**src/rtl/lcd_scan_pkg.sv**
```systemverilog
// lcd_scan_pkg: phase encoding, default panel timing and counter width
// shared by the 480x272 LCD scan generator and its axis counters.
package lcd_scan_pkg;

    localparam int CNT_W = 10;

    typedef enum logic [1:0] {
        ACTIVE,
        FRONT,
        SYNC,
        BACK
    } scan_phase_t;

    localparam int DEF_PCLK_DIV = 3;
    localparam int DEF_H_ACTIVE = 480;
    localparam int DEF_H_FRONT  = 2;
    localparam int DEF_H_SYNC   = 41;
    localparam int DEF_H_BACK   = 2;
    localparam int DEF_V_ACTIVE = 272;
    localparam int DEF_V_FRONT  = 2;
    localparam int DEF_V_SYNC   = 10;
    localparam int DEF_V_BACK   = 2;

    function automatic scan_phase_t next_phase(input scan_phase_t p);
        scan_phase_t n;
        n = ACTIVE;
        unique case (p)
            ACTIVE: n = FRONT;
            FRONT:  n = SYNC;
            SYNC:   n = BACK;
            BACK:   n = ACTIVE;
        endcase
        return n;
    endfunction

endpackage

```
**src/rtl/lcd_scan_axis.sv**
```systemverilog
// lcd_scan_axis: one timing axis (horizontal or vertical) cycling through
// ACTIVE/FRONT/SYNC/BACK; wrap flags the advance that leaves BACK.
module lcd_scan_axis
    import lcd_scan_pkg::*;
(
    input  logic             clock,
    input  logic             reset,
    input  logic             advance,
    input  logic [CNT_W-1:0] len_active,
    input  logic [CNT_W-1:0] len_front,
    input  logic [CNT_W-1:0] len_sync,
    input  logic [CNT_W-1:0] len_back,
    output scan_phase_t      phase,
    output logic [CNT_W-1:0] count,
    output logic             wrap
);

    scan_phase_t      phase_next;
    logic [CNT_W-1:0] count_next;
    logic [CNT_W-1:0] cur_len;
    logic             last;

    always_comb begin
        cur_len = len_active;
        unique case (phase)
            ACTIVE: cur_len = len_active;
            FRONT:  cur_len = len_front;
            SYNC:   cur_len = len_sync;
            BACK:   cur_len = len_back;
        endcase
    end

    assign last = (count == cur_len - CNT_W'(1));
    assign wrap = advance && last && (phase == BACK);

    always_comb begin
        phase_next = phase;
        count_next = count;
        if (advance) begin
            if (last) begin
                count_next = '0;
                phase_next = next_phase(phase);
            end else begin
                count_next = count + CNT_W'(1);
            end
        end
    end

    always_ff @(posedge clock) begin
        if (reset) begin
            phase <= ACTIVE;
            count <= '0;
        end else begin
            phase <= phase_next;
            count <= count_next;
        end
    end

endmodule

```
**src/rtl/lcd_480x272_scan.sv**
```systemverilog
// lcd_480x272_scan: scan generator and registered pixel output stage for the
// Tang Nano 9K 480x272 panel; LCD_480X272_SCAN_TEST_PATTERN_EN selects colour bars.
module lcd_480x272_scan
    import lcd_scan_pkg::*;
#(
    parameter int pclk_div = DEF_PCLK_DIV,
    parameter int h_active = DEF_H_ACTIVE,
    parameter int h_front  = DEF_H_FRONT,
    parameter int h_sync   = DEF_H_SYNC,
    parameter int h_back   = DEF_H_BACK,
    parameter int v_active = DEF_V_ACTIVE,
    parameter int v_front  = DEF_V_FRONT,
    parameter int v_sync   = DEF_V_SYNC,
    parameter int v_back   = DEF_V_BACK
) (
    input  logic       clock,
    input  logic       reset,
    output logic [8:0] x,
    output logic [8:0] y,
    input  logic [4:0] red,
    input  logic [5:0] green,
    input  logic [4:0] blue,
    output logic       frame_start,
    output logic       lcd_pclk,
    output logic       lcd_de,
    output logic       lcd_hsync,
    output logic       lcd_vsync,
    output logic [4:0] lcd_red,
    output logic [5:0] lcd_green,
    output logic [4:0] lcd_blue
);

    localparam int DIV_W = $clog2(pclk_div);
    localparam logic [DIV_W-1:0] DIV_LAST = DIV_W'(pclk_div - 1);
    localparam logic [DIV_W-1:0] DIV_HALF = DIV_W'(pclk_div / 2);

    logic [DIV_W-1:0] div_cnt;
    logic [DIV_W-1:0] div_next;
    logic             tick;

    assign tick     = (div_cnt == DIV_LAST);
    assign div_next = tick ? '0 : div_cnt + DIV_W'(1);

    scan_phase_t      h_phase;
    scan_phase_t      v_phase;
    logic [CNT_W-1:0] h_count;
    logic [CNT_W-1:0] v_count;
    logic             h_wrap;
    logic             v_wrap;
    logic             active;

    lcd_scan_axis u_h_axis (
        .clock      (clock),
        .reset      (reset),
        .advance    (tick),
        .len_active (CNT_W'(h_active)),
        .len_front  (CNT_W'(h_front)),
        .len_sync   (CNT_W'(h_sync)),
        .len_back   (CNT_W'(h_back)),
        .phase      (h_phase),
        .count      (h_count),
        .wrap       (h_wrap)
    );

    lcd_scan_axis u_v_axis (
        .clock      (clock),
        .reset      (reset),
        .advance    (tick && h_wrap),
        .len_active (CNT_W'(v_active)),
        .len_front  (CNT_W'(v_front)),
        .len_sync   (CNT_W'(v_sync)),
        .len_back   (CNT_W'(v_back)),
        .phase      (v_phase),
        .count      (v_count),
        .wrap       (v_wrap)
    );

    assign active = (h_phase == ACTIVE) && (v_phase == ACTIVE);
    assign x      = active ? h_count[8:0] : '0;
    assign y      = active ? v_count[8:0] : '0;

    logic unused_cnt_msb;
    assign unused_cnt_msb = h_count[CNT_W-1] ^ v_count[CNT_W-1];

    logic [4:0] pix_r;
    logic [5:0] pix_g;
    logic [4:0] pix_b;

`ifdef LCD_480X272_SCAN_TEST_PATTERN_EN
    localparam int BAR_W = h_active / 8;

    logic [2:0] bar;
    logic       unused_rgb;

    // Bar index from seven threshold compares instead of a divider
    always_comb begin
        bar = '0;
        for (int k = 1; k < 8; k++) begin
            if (CNT_W'(x) >= CNT_W'(k * BAR_W))
                bar = bar + 3'd1;
        end
    end

    assign pix_r      = {5{bar[2]}};
    assign pix_g      = {6{bar[1]}};
    assign pix_b      = {5{bar[0]}};
    assign unused_rgb = ^{red, green, blue};
`else
    assign pix_r = red;
    assign pix_g = green;
    assign pix_b = blue;
`endif

    always_ff @(posedge clock) begin
        if (reset) begin
            div_cnt     <= '0;
            lcd_pclk    <= 1'b0;
            frame_start <= 1'b0;
            lcd_de      <= 1'b0;
            lcd_hsync   <= 1'b1;
            lcd_vsync   <= 1'b1;
            lcd_red     <= '0;
            lcd_green   <= '0;
            lcd_blue    <= '0;
        end else begin
            div_cnt     <= div_next;
            lcd_pclk    <= (div_next >= DIV_HALF);
            // Frame wrap lands both axes on (0,0) at this edge
            frame_start <= tick && h_wrap && v_wrap;
            if (tick) begin
                lcd_de    <= active;
                lcd_hsync <= (h_phase != SYNC);
                lcd_vsync <= (v_phase != SYNC);
                lcd_red   <= active ? pix_r : '0;
                lcd_green <= active ? pix_g : '0;
                lcd_blue  <= active ? pix_b : '0;
            end
        end
    end

endmodule

```
**config.mk**
```make
export PLATFORM = sky130hd
export DESIGN_NAME = lcd_480x272_scan
export DESIGN_NICKNAME = d
export VERILOG_FILES = /design/src/rtl/lcd_scan_pkg.sv /design/src/rtl/lcd_scan_axis.sv /design/src/rtl/lcd_480x272_scan.sv
export SDC_FILE = /design/constraint.sdc
export NUM_CORES = 1
export LEC_CHECK = 0
export CAP_MARGIN = 20
export CORE_MARGIN = 2
export CORE_UTILIZATION = 30
export CTS_BUF_LIST = sky130_fd_sc_hd__clkbuf_4 sky130_fd_sc_hd__clkbuf_8 sky130_fd_sc_hd__clkbuf_16
export DETAILED_ROUTE_END_ITERATION = 16
export HOLD_SLACK_MARGIN = 0.05
export RECOVER_POWER = 25
export SETUP_SLACK_MARGIN = 0.4
export SLEW_MARGIN = 10
export SYNTH_ARGS = -nofsm -noshare
export SYNTH_HDL_FRONTEND = slang
export SYNTH_HIERARCHICAL = 1
export SYNTH_SLANG_ARGS = --single-unit
```
**constraint.sdc**
```tcl
create_clock -name clock -period 6.65 [get_ports clock]
set_input_delay 1.6625 -clock clock [delete_from_list [all_inputs] [get_ports clock]]
set_output_delay 1.6625 -clock clock [all_outputs]
set_load 0.02 [all_outputs]
```
# Yosys cells after proc, flatten, opt, wreduce, memory -nomap -nowiden
# Cells that the tools add are included.
word_totals:
  input_bits: 18
  register_bits: 47
classes:
  n_reduce_logical: 13
  n_mux: 12
  n_eq_ne: 11
  n_addsub: 5
  n_lt_le_gt_ge: 1
op_table:
  columns: ["operator", "count"]
  rows:
  - ["$pmux W10 S3", 2]
  - ["$add A10 B1 Y10 const B", 2]
  - ["$eq A10 B10 Y1", 2]
  - ["$mux W10", 2]
  - ["$sub A10 B1 Y10 const B", 2]
  - ["$mux W9", 2]
  - ["$pmux W2 S4", 2]
  - ["$eq A2 B2 Y1 const B", 5]
  - ["$mux W5", 2]
  - ["$logic_and A1 B1 Y1", 7]
  - ["$mux W6", 1]
  - ["$eq A2 B1 Y1 const B", 2]
  - ["$logic_not A2 Y1", 2]
  - ["$ne A2 B2 Y1 const B", 2]
  - ["$reduce_and A2 Y1", 2]
  - ["$reduce_or A2 Y1", 2]
  - ["$add A2 B1 Y2 const B", 1]
  - ["$ge A2 B1 Y1 const B", 1]
  - ["$mux W2", 1]

# Longest topological paths before layout
# Gate-level depths: netlist (run 1).
depth:
  word_depth: 11
  ltp_mapped: 21
  mapped_depth_nobuf: 19

# By module
# Netlist (run 1), hierarchy kept.
by_module_without_submodules:
  columns: ["mod", "cells_each", "area_per_inst_um2", "instances", "seq_area_each_um2"]
  rows:
  - ["lcd_scan_axis", 157, 1276.2, 2, 240.2]
  - ["lcd_480x272_scan", 117, 983.4, 1, 460.4]

# Least setup slack after synthesis (run 1)
# Ideal clock, no wire load.
synth_timing:
  path_type: "reg2reg"
  startpoint: "register u_h_axis.phase[0]"
  endpoint: "register u_v_axis.count[9]"
  stages_incl_launch_ff: 22
  arrival_ns: 4.473
  setup_ns: 0.135
  path_slack_ns: 2.042
  path_buffers: 2
  path_cell_list: "dfxtp_1 > inv_1 > ha_1 > clkbuf_1 > clkbuf_1 > a21oi_1 > o2bb2ai_1 > ha_1 > nor2b_1 > a31oi_1 > or4_1 > or4b_1 > and3_4 > nor4_2 > and2_1 > and2_1 > and3_1 > and3_1 > and3_1 > nand4_1 > xor2_1 > nor2_1"
synth_between:
  elab_chain_len: 8
  elab_cells_between_ends: 11
synth_rtl:
  columns: ["element", "line_no", "source"]
  rows:
  - ["start: declaration", "lcd_scan_axis.sv:13", "output scan_phase_t phase,"]
  - ["start signal: assignment", "lcd_scan_axis.sv:54", "phase <= phase_next;"]
  - ["$eq A2 B1 Y1 or $eq A2 B2 Y1 (tied branches)", "lcd_scan_axis.sv:25, lcd_scan_axis.sv:34", null]
  - ["$reduce_or A2 Y1 (no source line)", null, null]
  - ["$pmux W10 S3", "lcd_scan_axis.sv:25", "unique case (phase)"]
  - ["$sub A10 B1 Y10", "lcd_scan_axis.sv:33", "assign last = (count == cur_len - CNT_W'(1));"]
  - ["$eq A10 B10 Y1", "lcd_scan_axis.sv:33", null]
  - ["$logic_and A1 B1 Y1", "lcd_scan_axis.sv:34", "assign wrap = advance && last && (phase == BACK);"]
  - ["$logic_and A1 B1 Y1 *", "lcd_scan_axis.sv:34", null]
  - ["via h_wrap", "lcd_480x272_scan.sv:48", "logic h_wrap;"]
  - ["$logic_and A1 B1 Y1 *", "lcd_480x272_scan.sv:68", ".advance (tick && h_wrap),"]
  - ["end signal: assignment", "lcd_scan_axis.sv:55", "count <= count_next;"]
  - ["end: declaration", "lcd_scan_axis.sv:14", "output logic [CNT_W-1:0] count,"]
# Mark *: on every way through the listed nets, which the timed path passes. The rest lies on a longest branch. The select of a mux whose other input is x is not followed.
# A chain may end at the register's enable or synchronous reset.

# Worst setup path after layout (run 1)
# Ends and elaborated chain as after synthesis.

==> flow_metrics.env, run 1 <==
export IMPL_run_status="finished clean"
export IMPL_cp_data_required_time_ns=6.81
export IMPL_clock_sinks=47
export IMPL_dr_pass1_iters=4
export IMPL_grt_pass1_wl_um=14700
export IMPL_tns_ns=0
export IMPL_synth_area_leader_cell="dfxtp_1"
export IMPL_vias=3392
export IMPL_ff_latch_area_um2=941
export IMPL_finalInstanceArea_um2=4680
export IMPL_port_buffers=56
export IMPL_fin_crit_sh=0.820
export IMPL_yosysWarningCount=6
export IMPL_num_rows=39
export IMPL_globalplace_congestion=0.867
export IMPL_ys_types=57
export IMPL_synthAdderAreaFrac=0.0425
export IMPL_insertion_delay_ns=0.29
export IMPL_synth_top_family_by_area="simple AND/OR/NAND/NOR gates"
export IMPL_synth_area_leaders="dfxtp_1 27%, xor2_1 5.4%, a21oi_1 5.1%"
export IMPL_placed_area_um2=4510
export IMPL_period_minus_slack_ns=5.45
export IMPL_path_buf_inv=2
export IMPL_synth_async_reset_ratio=0
export IMPL_ys_seq_elements=47
export IMPL_leakage_nw=1.82
export IMPL_cts_tree="done"
export IMPL_overflow=0
export IMPL_ys_seq_area_frac=0.266
export IMPL_final_max_slew_viol_count=0
export IMPL_core_um2=11500
export IMPL_start_util=0.308
export IMPL_synth_flop_cell="dfxtp_1"
export IMPL_fin_worst_skew_ns=0.00898
export IMPL_io_pins=57
export IMPL_layout_commonest_cell="conb_1"
export IMPL_synthMuxAreaShare=0.0170
export IMPL_max_freq_mhz=183
export IMPL_dp_cells=701
export IMPL_final_antenna_net_count=0
export IMPL_drt_wirelength_per_cell_um=12.3
export IMPL_cp_common_cell="and3_1"
export IMPL_die_y_um=113
export IMPL_synth_xor_area_share=0.0991
export IMPL_die_area_um2=12700
export IMPL_path_cells="inv_1 -> ha_1 -> inv_1 -> o2bb2ai_1 -> ha_1 -> nor2b_1 -> a31oi_1 -> or4_1 -> or4b_1 -> and3_4 -> nor4_2 -> and2_1 -> and2_1 -> and3_1 -> and3_1 -> and3_1 -> nand4_1 -> xor2_1 -> nor2_1"
export IMPL_avgSynthCellArea_um2=8.20
export IMPL_routed_wirelength_um=8760
export IMPL_slowest_stage="ha_1"
export IMPL_synth_compound_area_frac=0.239
export IMPL_irDropWorstVdd_mv=0.135
export IMPL_numCtsBuffers=5
export IMPL_power_density_nw_per_um2=144
export IMPL_synth_edff_count=0
export IMPL_netlist_area_um2=3540
export IMPL_synthSimpleGateAreaFrac=0.278
export IMPL_startpoint_type="flop"
export IMPL_maxCapViolCount=0
export IMPL_postLayoutSetupSlackWorst_ns=1.20
export IMPL_grt_pass1_vias=3229
export IMPL_gr_usage_met1=0.164
export IMPL_cp_max_fo=20
export IMPL_hold_buffers=0
export IMPL_grtUsageMet3=0.0265
export IMPL_clock_root_buffer="clkbuf_16"
export IMPL_rsz0062_at_grt="false"
export IMPL_multiInputGateArea_um2=2750
export IMPL_viasPerCell=4.78
export IMPL_fill_cells=1151
export IMPL_cts_resized=0
export IMPL_grt_max_degree=36
export IMPL_synth_top_area_frac=0.266
export IMPL_cpPeakStageDelay_ns=0.52
export IMPL_fin_cells=709
export IMPL_grt_busiest_layer="met2"
export IMPL_maxSlewHeadroom=0.363
export IMPL_finalSetupViolCount=0
export IMPL_crit_family="simple AND/OR/NAND/NOR gates"
export IMPL_first_iter_violations=205
export IMPL_worstMarginPinSlew_ns=0.952
export IMPL_htreeDepth=2
export IMPL_min_path_type="reg2reg"
export IMPL_hold_violations=0
export IMPL_cts_clk_slew_worst_paths_ns=0.07
export IMPL_grt_total_usage=0.138
export IMPL_drive_gt1_frac=0.0671
export IMPL_drc=0
export IMPL_clockBufferDepth=2
export IMPL_cp_end_kind="flop"
export IMPL_antenna_found_initial=0
export IMPL_path_class="reg2reg"
export IMPL_critical_path_arrival_ns=5.62
export IMPL_use_met2=0.251
export IMPL_diodes=0
export IMPL_dp_slack_ns=1.29
export IMPL_final_nets=595
export IMPL_postCtsSetupRepairBufs=0
export IMPL_area_delta_synth_final_pct=32.3
export IMPL_hpwlAfterDp_um=6550
export IMPL_syn_inst=431
export IMPL_die_x_um=113
export IMPL_layout_common_cells="96 x conb_1, 55 x clkdlybuf4s50_1, 47 x dfxtp_1"
-- cell usage after synthesis, drive strengths merged (3+ instances only) --
| cell | n |
|---|---|
| o221ai | 4 |
| ha | 12 |
| o2bb2ai | 4 |
| xnor2 | 18 |
| nand2b | 5 |
| clkbuf | 11 |
| a31oi | 6 |
| buf | 14 |
| mux2i | 6 |
| and3b | 3 |
| xor2 | 22 |
| inv | 17 |
| nor2 | 21 |
| a21oi | 37 |
| and2 | 22 |
| a222oi | 12 |
| nand2 | 40 |
| dfxtp | 47 |
| nor4 | 7 |
| and3 | 8 |
| nand3 | 24 |
| o211ai | 4 |
| or4 | 6 |
| nand4 | 10 |
| o31a | 6 |
| nor2b | 16 |
| a22oi | 12 |
-- registers in the layout (all words and copies together), names as in the netlist --
name / count
lcd_vsync: 1
frame_start: 1
lcd_red: 5
lcd_blue: 5
u_h_axis/count: 10
u_h_axis/phase: 2
lcd_hsync: 1
u_v_axis/count: 10
div_cnt: 2
u_v_axis/phase: 2
lcd_green: 6
lcd_de: 1
lcd_pclk: 1
-- logic make-up after synthesis --
group / Yosys count
and+or+nand+nor: 173
AOI/OAI and AO/OA: 109
DFF: 47
buffers and inverters: 42
xor gates and xnor gates: 40
adders and majority gates: 12
muxes: 6
other: 2
-- routing by layer --
layer  vias to the layer above  wire [um]  part of all wire
li1                       1757          -                 -
met1                      1574       4060              0.46
met2                        49       4320              0.49
met3                        12        254             0.029
met4                         0        113             0.013
met5                         -          0                 0
-- where the power goes --
part	leakage (nW)	internal, mW	switching, mW	total (mW)
combinational	1.36	0.0410	0.0532	0.0942
sequential	0.380	0.287	0.00440	0.292
clock	0.0804	0.179	0.111	0.289
-- worst paths after layout --
check | from | end | slack, ns | depth (start not counted)
worst max-delay path | u_h_axis/phase[0]$_SDFFE_PP0P_ | u_v_axis/count[9]$_SDFFE_PP0P_ | 1.20 | 19
worst min-delay path | div_cnt[1]$_SDFF_PP0_ | div_cnt[0]$_SDFF_PP0_ | 0.44 | 1
worst max register to register | u_h_axis/phase[0]$_SDFFE_PP0P_ | u_v_axis/count[9]$_SDFFE_PP0P_ | 1.20 | 19
worst min register to register | div_cnt[1]$_SDFF_PP0_ | div_cnt[0]$_SDFF_PP0_ | 0.44 | 1
-- stage by stage --
step / total power [mW] / util / hold slack [ns]
after floorplan: 0.360 / - / 0.407
after global placement: 0.390 / 0.393 / 0.415
after detailed placement: 0.392 / 0.393 / 0.433
after CTS: 0.683 / 0.408 / 0.446
after global routing: 0.708 / 0.408 / 0.453
final: 0.675 / 0.408 / 0.444
-- final cells by class --
class / instances / share of cell area
multi-input cells: 436 / 0.587
flip-flops and latches: 47 / 0.201
repair buffers: 58 / 0.123
well taps: 143 / 0.0382
clock buffers: 5 / 0.0267
inverters: 17 / 0.0136
clock inverters: 3 / 0.00990
No activity file was read; power rests on OpenSTA's default activity.
==> inputs of run 2 (changes only) <==
Clock period 6.65 ns to 4.5 ns, I/O delays scaled along.
==> flow_metrics.env, run 2 (synthesis gave the netlist of run 1 again) <==
export IMPL_path_buf_inv=2
export IMPL_final_nets=625
export IMPL_path_class="reg2reg"
export IMPL_min_path_type="reg2reg"
export IMPL_p_clk_frac=0.423
export IMPL_p_int_uw=756
export IMPL_rr_worst_depth=19
export IMPL_fill_cells=1163
export IMPL_cp_depth=19
export IMPL_final_max_slew_viol_count=0
export IMPL_drive_gt1_frac=0.161
export IMPL_period_minus_slack_ns=4.14
export IMPL_overflow=0
export IMPL_drt_wirelength_per_cell_um=12.6
export IMPL_die_x_um=113
export IMPL_cp_max_fo=6
export IMPL_core_um2=11500
export IMPL_postLayoutSetupSlackWorst_ns=0.361
export IMPL_run_status="finished clean"
export IMPL_critical_path_arrival_ns=4.36
export IMPL_cp_common_cell="and3_4"
export IMPL_drc=0
export IMPL_rsz0062_at_grt="true"
export IMPL_port_buffers=56
export IMPL_startpoint_type="flop"
export IMPL_crit_family="simple AND/OR/NAND/NOR gates"
export IMPL_slowest_stage="or4b_4"
export IMPL_fin_util=0.445
export IMPL_dp_slack_ns=0.123
export IMPL_leakage_nw=2.00
export IMPL_layout_common_cells="96 x conb_1, 55 x clkdlybuf4s50_1, 45 x dfxtp_1"
export IMPL_power_density_nw_per_um2=198
export IMPL_reg_top3="u_h_axis/count: 10 flops, u_v_axis/count: 10 flops, lcd_green: 6 flops"
export IMPL_fin_crit_sh=0.920
export IMPL_irDropWorstVdd_mv=0.145
export IMPL_final_antenna_net_count=0
export IMPL_htreeDepth=2
export IMPL_dr_pass1_iters=4
export IMPL_die_area_um2=12700
export IMPL_cp_end_kind="flop"
export IMPL_hold_depth=1
export IMPL_num_rows=39
export IMPL_clockBufferDepth=2
export IMPL_cpPeakStageDelay_ns=0.49
export IMPL_routed_wirelength_um=9330
export IMPL_tns_ns=0
export IMPL_numCtsBuffers=5
export IMPL_fin_worst_skew_ns=0.0104
export IMPL_first_iter_violations=150
export IMPL_clock_sinks=47
export IMPL_cts_tree="done"
export IMPL_cts_clk_slew_worst_paths_ns=0.07
export IMPL_worstMarginPinSlew_ns=1.12
export IMPL_grt_total_usage=0.147
export IMPL_area_delta_synth_final_pct=44.4
export IMPL_hpwlAfterDp_um=6920
export IMPL_path_cells="inv_4 -> ha_4 -> clkinvlp_4 -> o2bb2ai_4 -> ha_4 -> nor2b_4 -> a31oi_4 -> or4_4 -> or4b_4 -> and3_4 -> nor4_4 -> and2_1 -> and2_4 -> and3_4 -> and3_4 -> and3_4 -> nand4_1 -> xor2_1 -> nor2_1"
export IMPL_grt_pass1_wl_um=15600
export IMPL_layout_commonest_cell="conb_1"
export IMPL_max_freq_mhz=242
export IMPL_globalplace_congestion=0.908
export IMPL_vias=3491
export IMPL_cp_data_required_time_ns=4.72
export IMPL_grt_max_degree=27
export IMPL_diodes=0
export IMPL_switchingPower_uw=254
export IMPL_insertion_delay_ns=0.29
export IMPL_seqPwrFrac=0.426
export IMPL_hold_violations=0
export IMPL_maxCapViolCount=0
export IMPL_grt_pass1_vias=3363
export IMPL_die_y_um=113
export IMPL_p_comb_frac=0.151
export IMPL_io_pins=57
export IMPL_start_util=0.308
export IMPL_finalSetupViolCount=0
export IMPL_clock_root_buffer="clkbuf_16"
export IMPL_viasPerCell=4.72
export IMPL_antenna_found_initial=0
export IMPL_p_sw_frac=0.251
export IMPL_maxSlewHeadroom=0.254
## run 2: worst reg2reg max path: cells and delay by family (launching register included)
| family | cells | cell delay, ns |
|---|---|---|
| fa+ha+maj | 2 | 0.35 |
| flops | 1 | 0.37 |
| xor+xnor | 1 | 0.19 |
| simple gates | 12 | 2.60 |
| compound gates | 2 | 0.31 |
| buf+inv | 2 | 0.24 |
## run 2: final cells by class
type | instances | area (um2) | share of cell area
clock buffer | 5 | 125 | 0.0245
clock inverter | 3 | 46.3 | 0.00907
inverter | 17 | 72.6 | 0.0142
multi-input combinational | 436 | 2930 | 0.575
sequential | 47 | 948 | 0.186
tap | 143 | 179 | 0.0350
timing repair buffer | 88 | 801 | 0.157
## run 2: power by group through the flow
| stage | Sequential (mW) | Combinational (mW) | Clock [mW] |
|---|---|---|---|
| detailed placement | 0.440 | 0.141 | 0 |
| floorplan | 0.446 | 0.0881 | 0 |
| CTS | 0.430 | 0.147 | 0.436 |
| global route | 0.431 | 0.169 | 0.450 |
| global placement | 0.439 | 0.140 | 0 |
| finish | 0.430 | 0.152 | 0.427 |
## run 2: routing by layer
layer,wire length [um],vias to the layer above,part of all wire,global-route usage
li1,-,1810,-,-
met1,4230,1616,0.45,0.179
met3,228,14,0.024,0.0259
met4,121,0,0.013,0.0325
met5,0,-,0,0
met2,4760,51,0.51,0.268
## run 2: through the flow
| stage | instances | hold WS [ns] | instance area (um2) | total power [mW] |
|---|---|---|---|---|
| 5_1_grt | 739 | 0.473 | 5110 | 1.05 |
| 3_5_place_dp | 714 | 0.435 | 4690 | 0.581 |
| 6_report | 739 | 0.440 | 5110 | 1.01 |
| 4_1_cts | 730 | 0.444 | 5000 | 1.01 |
| 2_1_floorplan | 525 | 0.407 | 4000 | 0.534 |
| 3_3_place_gp | 714 | 0.415 | 4690 | 0.579 |
## run 2: final timing paths
kind,start,end,slack (ns)
max,u_h_axis/phase[0]$_SDFFE_PP0P_,u_v_axis/count[9]$_SDFFE_PP0P_,0.36
min,div_cnt[0]$_SDFF_PP0_,div_cnt[0]$_SDFF_PP0_,0.44
max reg2reg,u_h_axis/phase[0]$_SDFFE_PP0P_,u_v_axis/count[9]$_SDFFE_PP0P_,0.36
min reg2reg,div_cnt[0]$_SDFF_PP0_,div_cnt[0]$_SDFF_PP0_,0.44
## run 2: what timing repair did
action | 4_1_cts | 5_1_grt
resized for setup | 11 | 9
setup buffers | 8 | 8
endpoints found under the hold margin | 0 | 0
setup endpoints to repair | 12 | 12
hold buffers | 0 | 0
pin swaps | 7 | 11
==> inputs of run 3 (changes only) <==
Settings changed: TNS_END_PERCENT set to 20.
==> flow_metrics.env, run 3 (synthesis gave the netlist of run 1 again) <==
export IMPL_run_status="finished clean"
export IMPL_tns_ns=0
export IMPL_port_buffers=56
export IMPL_layout_commonest_cell="conb_1"
export IMPL_start_util=0.308
export IMPL_clockBufferDepth=2
export IMPL_cts_tree="done"
export IMPL_p_sw_frac=0.251
export IMPL_clock_root_buffer="clkbuf_16"
export IMPL_finalSetupViolCount=0
export IMPL_slowest_stage="or4b_4"
export IMPL_hold_violations=0
export IMPL_cp_end_kind="flop"
export IMPL_startpoint_type="flop"
export IMPL_min_path_type="reg2reg"
export IMPL_critical_path_arrival_ns=4.36
export IMPL_die_area_um2=12700
export IMPL_maxSlewHeadroom=0.260
export IMPL_die_x_um=113
export IMPL_viasPerCell=4.73
export IMPL_cp_max_fo=6
export IMPL_grt_pass1_vias=3363
export IMPL_first_iter_violations=149
export IMPL_drc=0
export IMPL_die_y_um=113
export IMPL_drt_wirelength_per_cell_um=12.6
export IMPL_leakage_nw=2.00
export IMPL_overflow=0
export IMPL_fin_worst_skew_ns=0.0104
export IMPL_drive_gt1_frac=0.161
export IMPL_num_rows=39
export IMPL_final_nets=625
export IMPL_hold_slack_ns=0.440
export IMPL_routed_wirelength_um=9330
export IMPL_irDropWorstVdd_mv=0.145
export IMPL_max_freq_mhz=241
export IMPL_grt_max_degree=27
export IMPL_seqPwrFrac=0.426
export IMPL_cts_clk_slew_worst_paths_ns=0.07
export IMPL_hold_buffers=0
export IMPL_fin_crit_sh=0.920
export IMPL_io_pins=57
export IMPL_diodes=0
export IMPL_grt_pass1_wl_um=15600
export IMPL_power_mw=1.01
export IMPL_antenna_found_initial=0
export IMPL_cp_data_required_time_ns=4.72
export IMPL_dr_pass1_iters=4
export IMPL_area_delta_synth_final_pct=44.4
export IMPL_fin_util=0.445
export IMPL_path_class="reg2reg"
export IMPL_power_density_nw_per_um2=198
export IMPL_final_antenna_net_count=0
export IMPL_period_minus_slack_ns=4.14
export IMPL_insertion_delay_ns=0.29
export IMPL_p_int_uw=756
export IMPL_maxCapViolCount=0
export IMPL_switchingPower_uw=253
export IMPL_vias=3496
export IMPL_htreeDepth=2
export IMPL_numCtsBuffers=5
export IMPL_rsz0062_at_grt="true"
export IMPL_layout_common_cells="96 x conb_1, 55 x clkdlybuf4s50_1, 45 x dfxtp_1"
export IMPL_path_cells="inv_4 -> ha_4 -> clkinvlp_4 -> o2bb2ai_4 -> ha_4 -> nor2b_4 -> a31oi_4 -> or4_4 -> or4b_4 -> and3_4 -> nor4_4 -> and2_1 -> and2_4 -> and3_4 -> and3_4 -> and3_4 -> nand4_1 -> xor2_1 -> nor2_1"
export IMPL_cpPeakStageDelay_ns=0.49
export IMPL_core_um2=11500
export IMPL_cp_common_cell="and3_4"
export IMPL_reg_top3="u_h_axis/count: 10 flops, u_v_axis/count: 10 flops, lcd_green: 6 flops"
export IMPL_grt_total_usage=0.147
export IMPL_worstMarginPinSlew_ns=1.11
export IMPL_hpwlAfterDp_um=6920
export IMPL_globalplace_congestion=0.908
export IMPL_p_comb_frac=0.151
export IMPL_p_clk_frac=0.423
export IMPL_clock_sinks=47
export IMPL_final_max_slew_viol_count=0
run 3: power groups by stage:
stage / Combinational (mW) / Sequential [mW] / Clock, mW
floorplan: 0.0881 / 0.446 / 0
global placement: 0.140 / 0.439 / 0
detailed placement: 0.141 / 0.440 / 0
CTS: 0.147 / 0.430 / 0.436
global route: 0.169 / 0.431 / 0.450
finish: 0.152 / 0.430 / 0.427
run 3: path summary, 6_finish.rpt:
path,startpoint,end,slack (ns),cells after the start
worst max-delay path,u_h_axis/phase[0]$_SDFFE_PP0P_,u_v_axis/count[9]$_SDFFE_PP0P_,0.36,19
worst min-delay path,div_cnt[0]$_SDFF_PP0_,div_cnt[0]$_SDFF_PP0_,0.44,1
worst max register to register,u_h_axis/phase[0]$_SDFFE_PP0P_,u_v_axis/count[9]$_SDFFE_PP0P_,0.36,19
worst min register to register,div_cnt[0]$_SDFF_PP0_,div_cnt[0]$_SDFF_PP0_,0.44,1
run 3: layout make-up:
class                      count  area [um2]
sequential                    47         948
clock inverter                 3        46.3
tap                          143         179
multi-input combinational    436        2930
fill                        1163        6360
inverter                      17        72.6
timing repair buffer          88         801
clock buffer                   5         125
run 3: worst max-delay path: cells and delay by family, from the launching register on:
kind	cells	cell delay, ns
buffers and inverters	2	0.23
AO/OA/AOI/OAI	2	0.32
XOR/XNOR	1	0.19
adder cells (fa/ha/maj)	2	0.35
flip-flops	1	0.37
AND/OR/NAND/NOR	12	2.60
run 3: what timing repair did:
item	CTS	global route
pin swaps	7	10
setup buffers	8	8
setup endpoints to repair	12	12
gates resized for setup	11	9
run 3: metrics by stage:
stage	setup slack [ns]	instances	area, um2
2_1_floorplan	0.384	525	4000
3_3_place_gp	0.266	714	4690
3_5_place_dp	0.123	714	4690
4_1_cts	0.402	730	5000
5_1_grt	0.153	739	5110
6_report	0.358	739	5110
run 3: per-layer routing:
metal,wire length (um),GRT usage,vias to the layer above
met5,0,0,-
met3,224,0.0259,14
met4,121,0.0325,0
met1,4220,0.179,1621
met2,4770,0.268,51
li1,-,-,1810
